--- src/rtl/risc_core_param.sv ---
// Parametrised accumulator CPU core (HLT/SKZ/ADD/AND/XOR/LDA/STO/JMP) with a
// req/ready memory port, carry flag, resume-from-halt and retired counter.
module risc_core_param #(
    parameter int DATA_W = 8,
    parameter int ADDR_W = 5,
    parameter int CNT_W  = 16
) (
    input  logic              clk,
    input  logic              rst_n,
    input  logic              go,
    output logic              mem_req,
    output logic              mem_we,
    output logic [ADDR_W-1:0] mem_addr,
    output logic [DATA_W-1:0] mem_wdata,
    input  logic [DATA_W-1:0] mem_rdata,
    input  logic              mem_ready,
    output logic              halt,
    output logic [DATA_W-1:0] acc,
    output logic [ADDR_W-1:0] pc,
    output logic              carry,
    output logic [CNT_W-1:0]  retired
);

    typedef enum logic [1:0] {
        ST_FETCH  = 2'd0,
        ST_DECODE = 2'd1,
        ST_EXEC   = 2'd2,
        ST_HALTED = 2'd3
    } state_t;

    localparam logic [2:0] OP_HLT = 3'd0;
    localparam logic [2:0] OP_SKZ = 3'd1;
    localparam logic [2:0] OP_ADD = 3'd2;
    localparam logic [2:0] OP_AND = 3'd3;
    localparam logic [2:0] OP_XOR = 3'd4;
    localparam logic [2:0] OP_LDA = 3'd5;
    localparam logic [2:0] OP_STO = 3'd6;
    localparam logic [2:0] OP_JMP = 3'd7;

    localparam logic [ADDR_W-1:0] PC_ONE  = {{(ADDR_W-1){1'b0}}, 1'b1};
    localparam logic [CNT_W-1:0]  CNT_ONE = {{(CNT_W-1){1'b0}}, 1'b1};
    localparam logic [CNT_W-1:0]  CNT_MAX = {CNT_W{1'b1}};

    state_t              state_r;
    state_t              state_nxt_s;
    logic [DATA_W-1:0]   ir_r;
    logic [ADDR_W-1:0]   pc_r;
    logic [DATA_W-1:0]   acc_r;
    logic                carry_r;
    logic [CNT_W-1:0]    retired_r;

    logic [2:0]          opcode_s;
    logic [ADDR_W-1:0]   opaddr_s;
    logic                mem_op_s;
    logic                req_s;
    logic                we_s;
    logic                done_s;
    logic [DATA_W:0]     sum_s;

    function automatic logic [DATA_W:0] add_with_carry(input logic [DATA_W-1:0] a,
                                                       input logic [DATA_W-1:0] b);
        return {1'b0, a} + {1'b0, b};
    endfunction

    assign opcode_s = ir_r[DATA_W-1:DATA_W-3];
    assign opaddr_s = ir_r[ADDR_W-1:0];
    assign sum_s    = add_with_carry(acc_r, mem_rdata);

    // Any instruction bits between opcode and address are deliberately ignored.
    generate
        if (DATA_W - 3 > ADDR_W) begin : g_gap
            logic unused_gap_s;
            assign unused_gap_s = ^ir_r[DATA_W-4:ADDR_W];
        end
    endgenerate

    // Bus request decode; reset low forces the request off immediately.
    always_comb begin
        mem_op_s = 1'b0;
        req_s    = 1'b0;
        we_s     = 1'b0;
        case (opcode_s)
            OP_ADD, OP_AND, OP_XOR, OP_LDA, OP_STO: mem_op_s = 1'b1;
            default:                                mem_op_s = 1'b0;
        endcase
        if (!rst_n) begin
            req_s = 1'b0;
        end else if (state_r == ST_FETCH) begin
            req_s = 1'b1;
        end else if (state_r == ST_EXEC) begin
            req_s = mem_op_s;
            we_s  = mem_op_s && (opcode_s == OP_STO);
        end else begin
            req_s = 1'b0;
        end
    end

    assign done_s    = req_s & mem_ready;
    assign mem_req   = req_s;
    assign mem_we    = we_s;
    assign mem_addr  = (state_r == ST_FETCH) ? pc_r : (req_s ? opaddr_s : {ADDR_W{1'b0}});
    assign mem_wdata = we_s ? acc_r : {DATA_W{1'b0}};
    assign halt      = (state_r == ST_HALTED);
    assign acc       = acc_r;
    assign pc        = pc_r;
    assign carry     = carry_r;
    assign retired   = retired_r;

    // Next-state selection; memory states hold while the port is waiting.
    always_comb begin
        state_nxt_s = state_r;
        case (state_r)
            ST_FETCH:  if (done_s) state_nxt_s = ST_DECODE; else state_nxt_s = ST_FETCH;
            ST_DECODE: state_nxt_s = ST_EXEC;
            ST_EXEC: begin
                case (opcode_s)
                    OP_HLT:         state_nxt_s = ST_HALTED;
                    OP_SKZ, OP_JMP: state_nxt_s = ST_FETCH;
                    default: begin
                        if (done_s) state_nxt_s = ST_FETCH; else state_nxt_s = ST_EXEC;
                    end
                endcase
            end
            ST_HALTED: if (go) state_nxt_s = ST_FETCH; else state_nxt_s = ST_HALTED;
            default:   state_nxt_s = ST_FETCH;
        endcase
    end

    // State, instruction, pc, accumulator, carry and retired-counter registers.
    always_ff @(posedge clk or negedge rst_n) begin
        if (!rst_n) begin
            state_r   <= ST_FETCH;
            ir_r      <= {DATA_W{1'b0}};
            pc_r      <= {ADDR_W{1'b0}};
            acc_r     <= {DATA_W{1'b0}};
            carry_r   <= 1'b0;
            retired_r <= {CNT_W{1'b0}};
        end else begin
            state_r <= state_nxt_s;
            case (state_r)
                ST_FETCH: begin
                    if (done_s) ir_r <= mem_rdata;
                end
                ST_DECODE: pc_r <= pc_r + PC_ONE;
                ST_EXEC: begin
                    case (opcode_s)
                        OP_SKZ: if (acc_r == {DATA_W{1'b0}}) pc_r <= pc_r + PC_ONE;
                        OP_JMP: pc_r <= opaddr_s;
                        OP_ADD: if (done_s) {carry_r, acc_r} <= sum_s;
                        OP_AND: if (done_s) acc_r <= acc_r & mem_rdata;
                        OP_XOR: if (done_s) acc_r <= acc_r ^ mem_rdata;
                        OP_LDA: begin
                            if (done_s) begin
                                acc_r   <= mem_rdata;
                                carry_r <= 1'b0;
                            end
                        end
                        default: ;
                    endcase
                    if (state_nxt_s != ST_EXEC && retired_r != CNT_MAX)
                        retired_r <= retired_r + CNT_ONE;
                end
                default: ;
            endcase
        end
    end

endmodule
--- config.mk ---
export PLATFORM = sky130hd
export DESIGN_NAME = risc_core_param
export DESIGN_NICKNAME = d
export VERILOG_FILES = /design/src/rtl/risc_core_param.sv
export SDC_FILE = /design/constraint.sdc
export NUM_CORES = 1
export LEC_CHECK = 0
export ABC_AREA = 1
export CORE_ASPECT_RATIO = 1.1
export CORE_MARGIN = 2
export CORE_UTILIZATION = 69
export DETAILED_ROUTE_END_ITERATION = 10
export DONT_BUFFER_PORTS = 1
export PLACE_DENSITY = 0.85
export REMOVE_ABC_BUFFERS = 1
export SLEW_MARGIN = 10
export SYNTH_ARGS = -nofsm -noshare
export SYNTH_HDL_FRONTEND = slang
export SYNTH_SLANG_ARGS = --single-unit
--- constraint.sdc ---
create_clock -name clk -period 4.5 [get_ports clk]
set_input_delay 0 -clock clk [delete_from_list [all_inputs] [get_ports clk]]
set_output_delay 0 -clock clk [all_outputs]
set_load 0.005 [all_outputs]
==> flow_summary_export.csv <==
group,metric,value,unit
setup_path,rr_endpoint,"retired[1]",
pwr,sw_frac_of_total,0.4643,
status,status,"complete, no violations",
drt,vias,2776,
setup_path,cpPeakStageDelay,510,ps
pwr,intPower,0.8096,mW
floorplan,dieArea,0.004788,mm²
drt,drc,0,
hold_path,min_path_type,"in -> reg",
grt,track_usage,0.3181,
yosys,yosysTopAreaCell,"dfrtp_1",
yosys,syn-cell-area,0.002933,mm²
pwr,power_density,480.7,mW/mm²
setup_path,crit_start,"state_r[1]",
timing,tightest_slew,666.2,ps
timing,setup_viol,0,
grt,grt_pass1_vias,2663,
floorplan,start_util,0.7289,
placed_design,port_buffers,0,
grt,gr-total-overflow,0,
setup_path,cpMostUsedCell,"nand2_1",
timing,final.min_clock_period,2912,ps
timing,finalHoldViolCount,0,
yosys,synth_seq_cells,40,
setup_path,r2r-start,"state_r[1]",
pwr,power.total,1.511,mW
setup_path,crit_arrival,3090,ps
cts,htreeDepth,2,
setup_path,cp.required,4680,ps
cts,cts_tree,"built",
timing,timing.final.crit_share,0.6472,
yosys,ys_warn_count,0,
cts,cts.sinks,40,
yosys,synth_common_cells,"nand2_1 (122), inv_1 (57), dfrtp_1 (40)",
timing,setup_tns,0,ps
finish,n_antenna_cell,0,
yosys,synth_edf_count,0,
yosys,synthFlopType,"dfrtp_1",
cts,clk_pin_slew,80,ps
cts,cts-root-buf,"clkbuf_8",
setup_path,end_kind,"flop",
setup_path,start_kind,"flop",
setup_path,reg2reg_depth,8,
placed_design,dp_hpwl,5.074,mm
floorplan,die-width,66.16,µm
hold_path,hold_depth,4,
pwr,total_leakage_power,1.595,nW
floorplan,core,0.004024,mm²
pwr,irDropWorstVdd,0.3831,mV
yosys,yosysTopAreaCellShare,0.3413,
floorplan,num_rows,24,
timing,slew_headroom,0.5548,
timing,clock_skew,4.752,ps
grt,antenna_found_initial,0,
cts,cts-buffers-inserted,5,
drt,ant_nets,0,
grt,grt_pass1_wl,12.05,mm
timing,drv_slew,0,
setup_path,worst-path-max-fanout,22,
floorplan,die_h,72.38,µm
pwr,pwr-share-seq,0.389,
setup_path,crit_type,"reg -> reg",
cts,ctsResizeCount,0,
yosys,yosysUniqueCellTypes,35,
cts,clock_path_buffers,2,
yosys,seq_area_frac_synth,0.3413,
pwr,clkPwrFrac,0.155,
yosys,postSynthCellCount,409,
grt,grt_max_degree,42,
timing,max_freq,343.4,MHz
hold_path,worstHoldStart,"mem_rdata[0]",
yosys,yosysMostFrequentCell,"nand2_1",
pwr,switchingPower,0.7019,mW
flow_run,max_cap_viol_count,0,
drt,routed_wl,7.005,mm
pwr,p_comb_frac,0.455,
floorplan,ios,58,
cts,clk_latency,290,ps
finish,nets,444,
setup_path,crit_slowest_cell,"nand2_1",
drt,wire_per_inst,14.94,µm
setup_path,path_cells,"inv_1 > ha_1 > nand3_1 > o21a_1 > nand2_1 > nand3_1 > nand2_1 > nand2_1",
placed_design,place_congestion,0.8887,
cts,cts_setup_buffers,0,
yosys,synth_area_per_cell,7.171,µm²
drt,first_iter_violations,256,
yosys,synthTopCellsByArea,"dfrtp_1 (34%), nand2_1 (16%), inv_1 (7.3%), ha_1 (6.0%), nand3_1 (5.6%)",
timing,rsz0062_at_grt,"no",
drt,drtPass1Iterations,5,
hold_path,min_to,"acc[0]",
finish,drive_above_1_share,0.05755,
setup_path,r2r_slack,1590,ps
drt,drt-vias-per-instance,5.919,
yosys,async_reset_ff_frac,1.000,
finish,syn_to_final_growth,7.210,%
==> logic make-up after synthesis <==
kind of cell,Yosys count,synth area share
simple gates,215,0.3302
buf+inv,70,0.09812
compound gates,52,0.1118
flops,40,0.3413
xor+xnor,15,0.04479
fa+ha+maj,15,0.06655
mux,2,0.007252
==> power groups by stage <==
stage | clock network [mW] | logic [mW] | registers (mW)
6_report | 0.235 | 0.688 | 0.588
5_1_grt | 0.246 | 0.789 | 0.605
4_1_cts | 0.236 | 0.681 | 0.588
3_5_place_dp | 0 | 0.658 | 0.594
3_3_place_gp | 0 | 0.640 | 0.591
2_1_floorplan | 0 | 0.529 | 0.560
==> placed cells by master, fill, tap and decap left out, types with 2 or more instances in the layout <==
cell type	n
nand2_1	122
inv_1	57
dfrtp_1	40
nand3_1	33
o21ai_0	26
nor2_1	25
nand4_1	22
ha_1	14
a21oi_1	12
xor2_1	11
dlygate4sd3_1	10
clkbuf_8	5
xnor2_1	4
nor3_1	4
o211ai_1	3
nand3_4	2
nand2_4	2
nor4_1	2
o21ai_2	2
o221ai_1	2
o22ai_1	2
buf_4	2
==> worst max-delay path by stage <==
| stage | slack [ps] | cells after the start | endpoint |
|---|---|---|---|
| after floorplan | 2010 | 10 | retired[12] |
| after global placement | 1700 | 8 | retired[9] |
| after detailed placement | 1640 | 8 | retired[1] |
| after CTS | 1630 | 8 | retired[1] |
| after global routing | 1230 | 8 | retired[14] |
| final | 1590 | 8 | retired[1] |
==> metrics by stage <==
step / worst slack, ps / utilization / cell area, µm² / std cells / hold slack (ps)
final: 1588 / 0.7814 / 3144 / 469 / 3.691
after global routing: 1231 / 0.7814 / 3144 / 469 / 62.02
after CTS: 1632 / 0.7814 / 3144 / 469 / 0.1906
after detailed placement: 1638 / 0.7313 / 2943 / 451 / -294.6
after global placement: 1704 / 0.7313 / 2943 / 451 / -294.6
after floorplan: 2009 / - / 2863 / 397 / -295.6
==> state kept, by name (all words and copies together) (netlist names) <==
signal   flops
ir_r         8
state_r      2
acc          8
carry        1
pc           5
retired     16
==> per-layer routing <==
layer  track usage  wire length (µm)  up-vias  part of all wire
li1              -                 -     1352                 -
met1        0.4281              2990     1285              0.43
met2        0.5167              3371      125              0.48
met3       0.07287               540       14             0.077
met4       0.08844               102        0             0.015
met5             0                 0        -                 0
==> layout make-up <==
cell class	instances	area (µm²)
flip-flops and latches	40	1001
well taps	52	65.06
inverters	58	217.7
clock inverters	2	12.51
clock buffers	5	68.82
multi-input cells	299	1644
repair buffers	13	135.1
fillers	285	879.6
==> worst max-delay path: cells and delay by family, from the launching register on <==
kind,cells,cell delay (ps)
and+or+nand+nor,5,1690
DFF,1,410
buffers and inverters,1,110
AOI/OAI and AO/OA,1,260
adders and majority gates,1,330
==> what timing repair did <==
action,4_1_cts,5_1_grt
hold buffers,11,0
endpoints found under the hold margin,50,0
endpoints found under the setup margin,0,0
(Power assumes the default switching activity.)
